--- config.mk ---
export PLATFORM = sky130hd
export DESIGN_NAME = prefetch_ctrl
export DESIGN_NICKNAME = d
export VERILOG_FILES = /design/src/rtl/prefetch_ctrl.sv
export SDC_FILE = /design/constraint.sdc
export NUM_CORES = 1
export LEC_CHECK = 0
export BUFFER_PORTS_ARGS = -buffer_cell sky130_fd_sc_hd__clkbuf_2
export CAP_MARGIN = 0
export CORE_UTILIZATION = 55
export DETAILED_ROUTE_END_ITERATION = 6
export GPL_ROUTABILITY_DRIVEN = 1
export PLACE_DENSITY = 0.87
export REMOVE_ABC_BUFFERS = 1
export SYNTH_ARGS = -nofsm -noshare
export SYNTH_HDL_FRONTEND = slang
export SYNTH_SLANG_ARGS = --single-unit
--- constraint.sdc ---
create_clock -name clk -period 6 [get_ports clk]
set_clock_uncertainty 0.05 [all_clocks]
set_input_delay 0.9 -clock clk [delete_from_list [all_inputs] [get_ports clk]]
set_output_delay 0.9 -clock clk [all_outputs]
set_load 0.005 [all_outputs]
--- src/rtl/prefetch_ctrl.sv ---
// ----------------------------------------------------------------------------
// prefetch_ctrl
//
// Drives the instruction-prefetch side of the core: issues word-aligned fetch
// requests on the instruction bus, counts granted-but-unanswered requests,
// writes returned words into the prefetch FIFO and, on a branch, flushes the
// FIFO, redirects fetching and quietly drops every response that belongs to a
// request made before the branch.
//
// Ports
//   clk              clock
//   reset_n          synchronous active-low reset
//   fetch_en         new requests may be issued
//   branch_req       single-cycle redirect pulse
//   branch_addr      redirect target (bits [1:0] ignored)
//   instr_req        bus request
//   instr_addr       bus address (word aligned)
//   instr_gnt        bus accepts the current request
//   instr_rvalid     in-order response valid
//   instr_rdata      response data
//   fifo_clear       flush the prefetch FIFO (same cycle as branch_req)
//   fifo_wvalid      write instr_rdata into the FIFO
//   fifo_wdata       word to write
//   fifo_almost_full FIFO has no guaranteed room for more in-flight words
//   busy             requests in flight, words still to discard, or requesting
// ----------------------------------------------------------------------------
module prefetch_ctrl #(
    parameter int                    ADDR_WIDTH      = 32,
    parameter int                    DATA_WIDTH      = 32,
    parameter int                    MAX_OUTSTANDING = 2,
    parameter logic [ADDR_WIDTH-1:0] BOOT_ADDR       = 32'h0000_0080
) (
    input  logic                  clk,
    input  logic                  reset_n,
    input  logic                  fetch_en,
    input  logic                  branch_req,
    input  logic [ADDR_WIDTH-1:0] branch_addr,
    output logic                  instr_req,
    output logic [ADDR_WIDTH-1:0] instr_addr,
    input  logic                  instr_gnt,
    input  logic                  instr_rvalid,
    input  logic [DATA_WIDTH-1:0] instr_rdata,
    output logic                  fifo_clear,
    output logic                  fifo_wvalid,
    output logic [DATA_WIDTH-1:0] fifo_wdata,
    input  logic                  fifo_almost_full,
    output logic                  busy
);

    localparam int              CNT_W   = $clog2(MAX_OUTSTANDING + 1);
    localparam logic [CNT_W-1:0] MAX_CNT = CNT_W'(MAX_OUTSTANDING);
    localparam logic [CNT_W-1:0] ONE     = CNT_W'(1);

    typedef enum logic {
        IDLE = 1'b0,
        REQ  = 1'b1
    } state_t;

    state_t                  state_q, state_d;
    logic [ADDR_WIDTH-1:0]   fetch_addr_q, fetch_addr_d;
    logic [ADDR_WIDTH-1:0]   pend_target_q, pend_target_d;
    logic                    pend_q, pend_d;
    logic [CNT_W-1:0]        outstanding_q, outstanding_d;
    logic [CNT_W-1:0]        discard_q, discard_d;
    logic                    gnt_fire;
    logic                    rsp_fire;
    logic                    issue_ok;
    logic [ADDR_WIDTH-1:0]   branch_target;

    assign branch_target = {branch_addr[ADDR_WIDTH-1:2], 2'b00};
    assign instr_req     = (state_q == REQ);
    assign instr_addr    = fetch_addr_q;
    assign gnt_fire      = instr_req & instr_gnt;
    // A response with nothing in flight would be a bus error; never let it
    // underflow the counter.
    assign rsp_fire      = instr_rvalid & (outstanding_q != '0);

    assign fifo_clear  = branch_req;
    assign fifo_wvalid = instr_rvalid & (discard_q == '0) & ~branch_req;
    assign fifo_wdata  = instr_rdata;
    assign busy        = (outstanding_q != '0) | (discard_q != '0) | instr_req;

    // In-flight count after this cycle's grant and response.
    always_comb begin
        outstanding_d = outstanding_q;
        if (gnt_fire && !rsp_fire) begin
            outstanding_d = outstanding_q + ONE;
        end else if (!gnt_fire && rsp_fire) begin
            outstanding_d = outstanding_q - ONE;
        end
    end

    // Issue decisions use the count as it will stand next cycle, so a request
    // presented next cycle can never push the in-flight count past the limit,
    // even when the current request is granted and no response returns.
    assign issue_ok = fetch_en & ~fifo_almost_full & ~branch_req &
                      (outstanding_d < MAX_CNT);

    // Everything in flight at the end of a branch cycle is stale. A request
    // stalled across a branch is only counted once it is actually granted.
    always_comb begin
        discard_d = discard_q;
        if (branch_req) begin
            discard_d = outstanding_d;
        end else begin
            if (rsp_fire && (discard_q != '0)) begin
                discard_d = discard_q - ONE;
            end
            if (pend_q && gnt_fire) begin
                discard_d = discard_d + ONE;
            end
        end
    end

    // A stalled request must keep its address until granted, so a branch that
    // lands during the stall is parked in pend_target and applied at the grant.
    always_comb begin
        fetch_addr_d  = fetch_addr_q;
        pend_d        = pend_q;
        pend_target_d = pend_target_q;
        if (branch_req) begin
            if (!instr_req || instr_gnt) begin
                fetch_addr_d = branch_target;
                pend_d       = 1'b0;
            end else begin
                pend_d        = 1'b1;
                pend_target_d = branch_target;
            end
        end else if (gnt_fire) begin
            fetch_addr_d = pend_q ? pend_target_q : fetch_addr_q + ADDR_WIDTH'(4);
            pend_d       = 1'b0;
        end
    end

    // REQ is left only on a grant, which keeps the bus request stable.
    always_comb begin
        state_d = state_q;
        case (state_q)
            IDLE:    if (issue_ok) state_d = REQ;
            REQ:     if (instr_gnt && !issue_ok) state_d = IDLE;
            default: state_d = IDLE;
        endcase
    end

    always_ff @(posedge clk) begin
        if (!reset_n) begin
            state_q       <= IDLE;
            fetch_addr_q  <= BOOT_ADDR;
            pend_target_q <= '0;
            pend_q        <= 1'b0;
            outstanding_q <= '0;
            discard_q     <= '0;
        end else begin
            state_q       <= state_d;
            fetch_addr_q  <= fetch_addr_d;
            pend_target_q <= pend_target_d;
            pend_q        <= pend_d;
            outstanding_q <= outstanding_d;
            discard_q     <= discard_d;
        end
    end

endmodule

# After elaboration in Yosys (flattened, before gate mapping)
# Cells that the tools add are included.
# op_classes
order_cmp,1
n_eq_ne,1
n_mux,16
reduce_logical,16
n_bitwise,13
n_addsub,5
# ops
operator,count
$mux 32,4
$add 32x3->32 const B,1
$mux 2,6
$and 1x1->1,7
$reduce_bool 2->1,3
$logic_and 1x1->1,5
$mux 1,5
$add 2x1->2 const B,2
$logic_not 1->1,4
$not 1->1,4
$reduce_and 2->1,2
$sub 2x1->2 const B,2
$logic_not 2->1,1
$lt 2x2->1 const B,1
$ne 2x1->1 const B,1
$or 1x1->1,2
$pmux 1 s2,1
$logic_or 1x1->1,1
# word_totals
register_bits,68
wordCells,58
in_bits,71
out_inout_bits,68

# Longest topological paths before layout
# depth
depth_word,11
mapped_depth,7
mapped_depth_nobuf,7

# Least setup slack after synthesis
# No wires, ideal clock.
# synth_timing
kind,input to output
startpoint,input branch_req
endpoint,output fifo_wvalid
stages,4
required_ns,5.050
arrival_time_ns,1.694
setup_slack_ns,3.356
path_cell_list,inv_1 clkbuf_1 clkbuf_1 and3_1
# synth_between
elab_chain_len,2
# synth_lines
item,line_no,source
"start, declared",36,"input logic branch_req,"
$not 1->1,79,assign fifo_wvalid = instr_rvalid & (discard_q == '0) & ~branch_req;
$and 1x1->1,79,
"end, declared",44,"output logic fifo_wvalid,"
# No other way between the ends.

# Final worst setup path
# layout_timing
startpoint,input branch_req
endpoint,"register fetch_addr_q[22], in the netlist instr_addr[22]"
# layout_between
elab_chain_len,2
elab_cells_between_ends,4
classes_between,eq/ne: 1; mux: 1; reduce/logical: 2
# layout_lines
item,line_no,source
$ne 2x1->1 (no line) / $reduce_bool 2->1 (equally long branches),n/a,
$reduce_and 2->1 (no line),n/a,
"end signal, assigned",155,fetch_addr_q <= fetch_addr_d;
"end, declared",60,"logic [ADDR_WIDTH-1:0] fetch_addr_q, fetch_addr_d;"
# Parallel ways exist; a longest one is shown, timed or not.
# A chain may end at the register's enable or synchronous reset.

==> results.sh <==
export IMPL_outcome="finished, final reports clean"
export IMPL_clk_latency_ns=0.36
export IMPL_cts_buffer_depth=2
export IMPL_io_buffers=70
export IMPL_min_path_type="register to register"
export IMPL_drv_slew=0
export IMPL_htreeDepth=3
export IMPL_p_seq_share_pct=45.0
export IMPL_grt_ovfl_total=0
export IMPL_synth_seq_cells=66
export IMPL_num_vias=4121
export IMPL_antenna_cells=0
export IMPL_nets=640
export IMPL_wire_per_inst_um=17.7
export IMPL_postRouteWirelength_um=11800
export IMPL_tightest_slew_ns=1.17
export IMPL_crit_arrival_ns=3.09
export IMPL_p_leak_nw=1.59
export IMPL_comb_power_share_pct=22.9
export IMPL_post_place_ws_ns=2.91
export IMPL_setup_slack_ns=3.14
export IMPL_swShare_pct=31.9
export IMPL_drtIter0Drc=457
export IMPL_period_needed_ns=2.86
export IMPL_synth_cell_area_sq_um=4020
export IMPL_place_congestion=0.825
export IMPL_powerDensity_nw_per_um2=268
export IMPL_ys_seq_area_share_pct=32.9
export IMPL_synth_top_area_share_pct=32.9
export IMPL_cp_data_required_time_ns=6.22
export IMPL_cp_start_kind="input port"
export IMPL_setup_viol=0
export IMPL_synthesis_yosys_warnings=0
export IMPL_synth_area_leaders="dfxtp_1, nand2_1, a21oi_1"
export IMPL_cts_buffers_inserted=9
export IMPL_grt_max_degree=58
export IMPL_ant_nets=0
export IMPL_crit_fanout=57
export IMPL_initial_core_util_pct=58.2
export IMPL_netlist_instances=552
export IMPL_antenna_found_initial=0
export IMPL_period_share_pct=47.7
export IMPL_tns_ns=0
export IMPL_row_count=30
export IMPL_hpwl_um=7990
export IMPL_rsz0062_at_grt="no"
export IMPL_async_reset_ff_share_pct=0
export IMPL_holdBufCountCts=0
export IMPL_synth_ff_type="dfxtp_1"
export IMPL_grtUsageTotal_pct=32.2
export IMPL_cts_tree="yes"
export IMPL_dr_pass1_iters=5
export IMPL_synthToLayoutAreaGrowth_pct=6.98
export IMPL_critPathLaunch="branch_req"
export IMPL_critPathKind="input port to register"
export IMPL_clock_sinks=66
export IMPL_drc=0
export IMPL_ys_types=54
export IMPL_final_hold_viol_count=0
export IMPL_io_pins=139
export IMPL_drive_gt1_share_pct=17.7
export IMPL_avgSynthCellArea_sq_um=7.28
export IMPL_p_int_mw=0.784
export IMPL_synthTopCellsByCount="nand2_1, a21oi_1, dfxtp_1, o21ai_0"
export IMPL_fp_dieW_um=87.5
export IMPL_first_global_vias=3692
export IMPL_clkTransAtPathRegs_ns=0.07
export IMPL_rr_startpoint="instr_req"
export IMPL_grt_pass1_wl_um=18500
export IMPL_power_switching_mw=0.367
export IMPL_cts_resized=0
export IMPL_end_kind="register"
export IMPL_yosysTopAreaCell="dfxtp_1"
export IMPL_dpl_cell_area_sq_um=4110
export IMPL_hp_start="pend_target_q[14]"
export IMPL_post_cts_buffers=0
export IMPL_coreArea_sq_um=6910
export IMPL_dieArea_sq_um=7650
export IMPL_timing_hold_ws_ns=0.406
export IMPL_max_freq_ghz=0.349
export IMPL_power_frac_clock_pct=32.1
export IMPL_root_buffer="clkbuf_8"
export IMPL_synth_edff_count=0
export IMPL_drv_cap=0
export IMPL_max_slew_margin_rel_pct=21.7
export IMPL_final_area_sq_um=4300
export IMPL_die_y_um=87.5
export IMPL_yosysMostFrequentCell="nand2_1"
export IMPL_worst_ir_drop_vdd_mv=0.140
export IMPL_routed_via_density=6.19
## stage by stage
stage | power (mW) | util [%] | cells
CTS | 1.15 | 62.2 | 666
detailed placement | 0.786 | 59.5 | 651
finish | 1.15 | 62.2 | 666
floorplan | 0.680 | - | 479
global route | 1.21 | 62.2 | 666
global placement | 0.770 | 59.5 | 651
## metal layers
layer  vias up  GRT usage, %  share of wire, %
met1      1910          42.8                42
li1       1933             -                 -
met3        28          11.5                11
met5         -          5.59              0.27
met2       248          46.2                44
met4         2          13.7               2.4
## worst paths after layout
| kind | end | slack, ns | depth (start not counted) |
|---|---|---|---|
| worst min-delay path | pend_target_q[14] | 0.41 | 2 |
| worst min register to register | pend_target_q[14] | 0.41 | 2 |
| worst max register to register | instr_addr[27] | 3.60 | 5 |
| worst max-delay path | instr_addr[22] | 3.14 | 7 |
## final cells by class
type	instances	area (sq um)
fillers	642	2610
multi-input cells	394	2200
repair buffers	76	395
flip-flops and latches	66	1320
clock inverters	3	40.0
inverters	19	71.3
well taps	96	120
clock buffers	12	145
## kinds of logic after synthesis
logic type / share of synthesized area, %
fa+ha+maj: 1.18
mux: 2.27
other cells: 0.0933
compound gates: 23.4
simple gates: 24.6
buf+inv: 12.5
flops: 32.9
xor+xnor: 3.05
## registers in the layout, indices dropped and copies added (netlist names)
register       flops
pend_q             1
instr_req          1
discard_q          2
pend_target_q     30
instr_addr        30
outstanding_q      2
## critical path, stage by stage
cell and delay (ns):
clkbuf_2 0.09, buf_4 0.48, mux2i_2 0.32, buf_4 0.31
nor3_1 0.58, o21ai_0 0.20, o22ai_1 0.18
## cell usage in the layout (no fill, tap or decap), types with 3 or more instances in the layout
cell | Yosys | layout
nor3_1 | 9 | 9
ha_1 | 3 | 3
dfxtp_1 | 66 | 66
clkbuf_2 | 0 | 70
a21oi_1 | 71 | 71
nand2b_1 | 3 | 3
o21ai_0 | 37 | 36
nand4_1 | 7 | 7
o211ai_1 | 9 | 9
mux2i_1 | 8 | 7
or3_1 | 3 | 3
buf_4 | 35 | 6
clkbuf_8 | 0 | 10
nor3b_1 | 4 | 4
xor2_1 | 5 | 5
o221ai_1 | 3 | 3
nor4_1 | 5 | 5
nor2_1 | 26 | 26
nand3_1 | 19 | 19
inv_1 | 18 | 18
a221oi_1 | 6 | 6
xnor2_1 | 9 | 9
o22ai_1 | 8 | 8
nand2_1 | 103 | 103
and3_1 | 10 | 10
a31oi_1 | 8 | 8
## power groups by stage
stage	combinational (mW)	clock, mW	sequential, mW
3_3_place_gp	0.247	0	0.523
5_1_grt	0.297	0.388	0.522
4_1_cts	0.261	0.370	0.516
6_report	0.264	0.369	0.518
2_1_floorplan	0.159	0	0.521
3_5_place_dp	0.260	0	0.526
No activity file was read; power rests on OpenSTA's default activity.
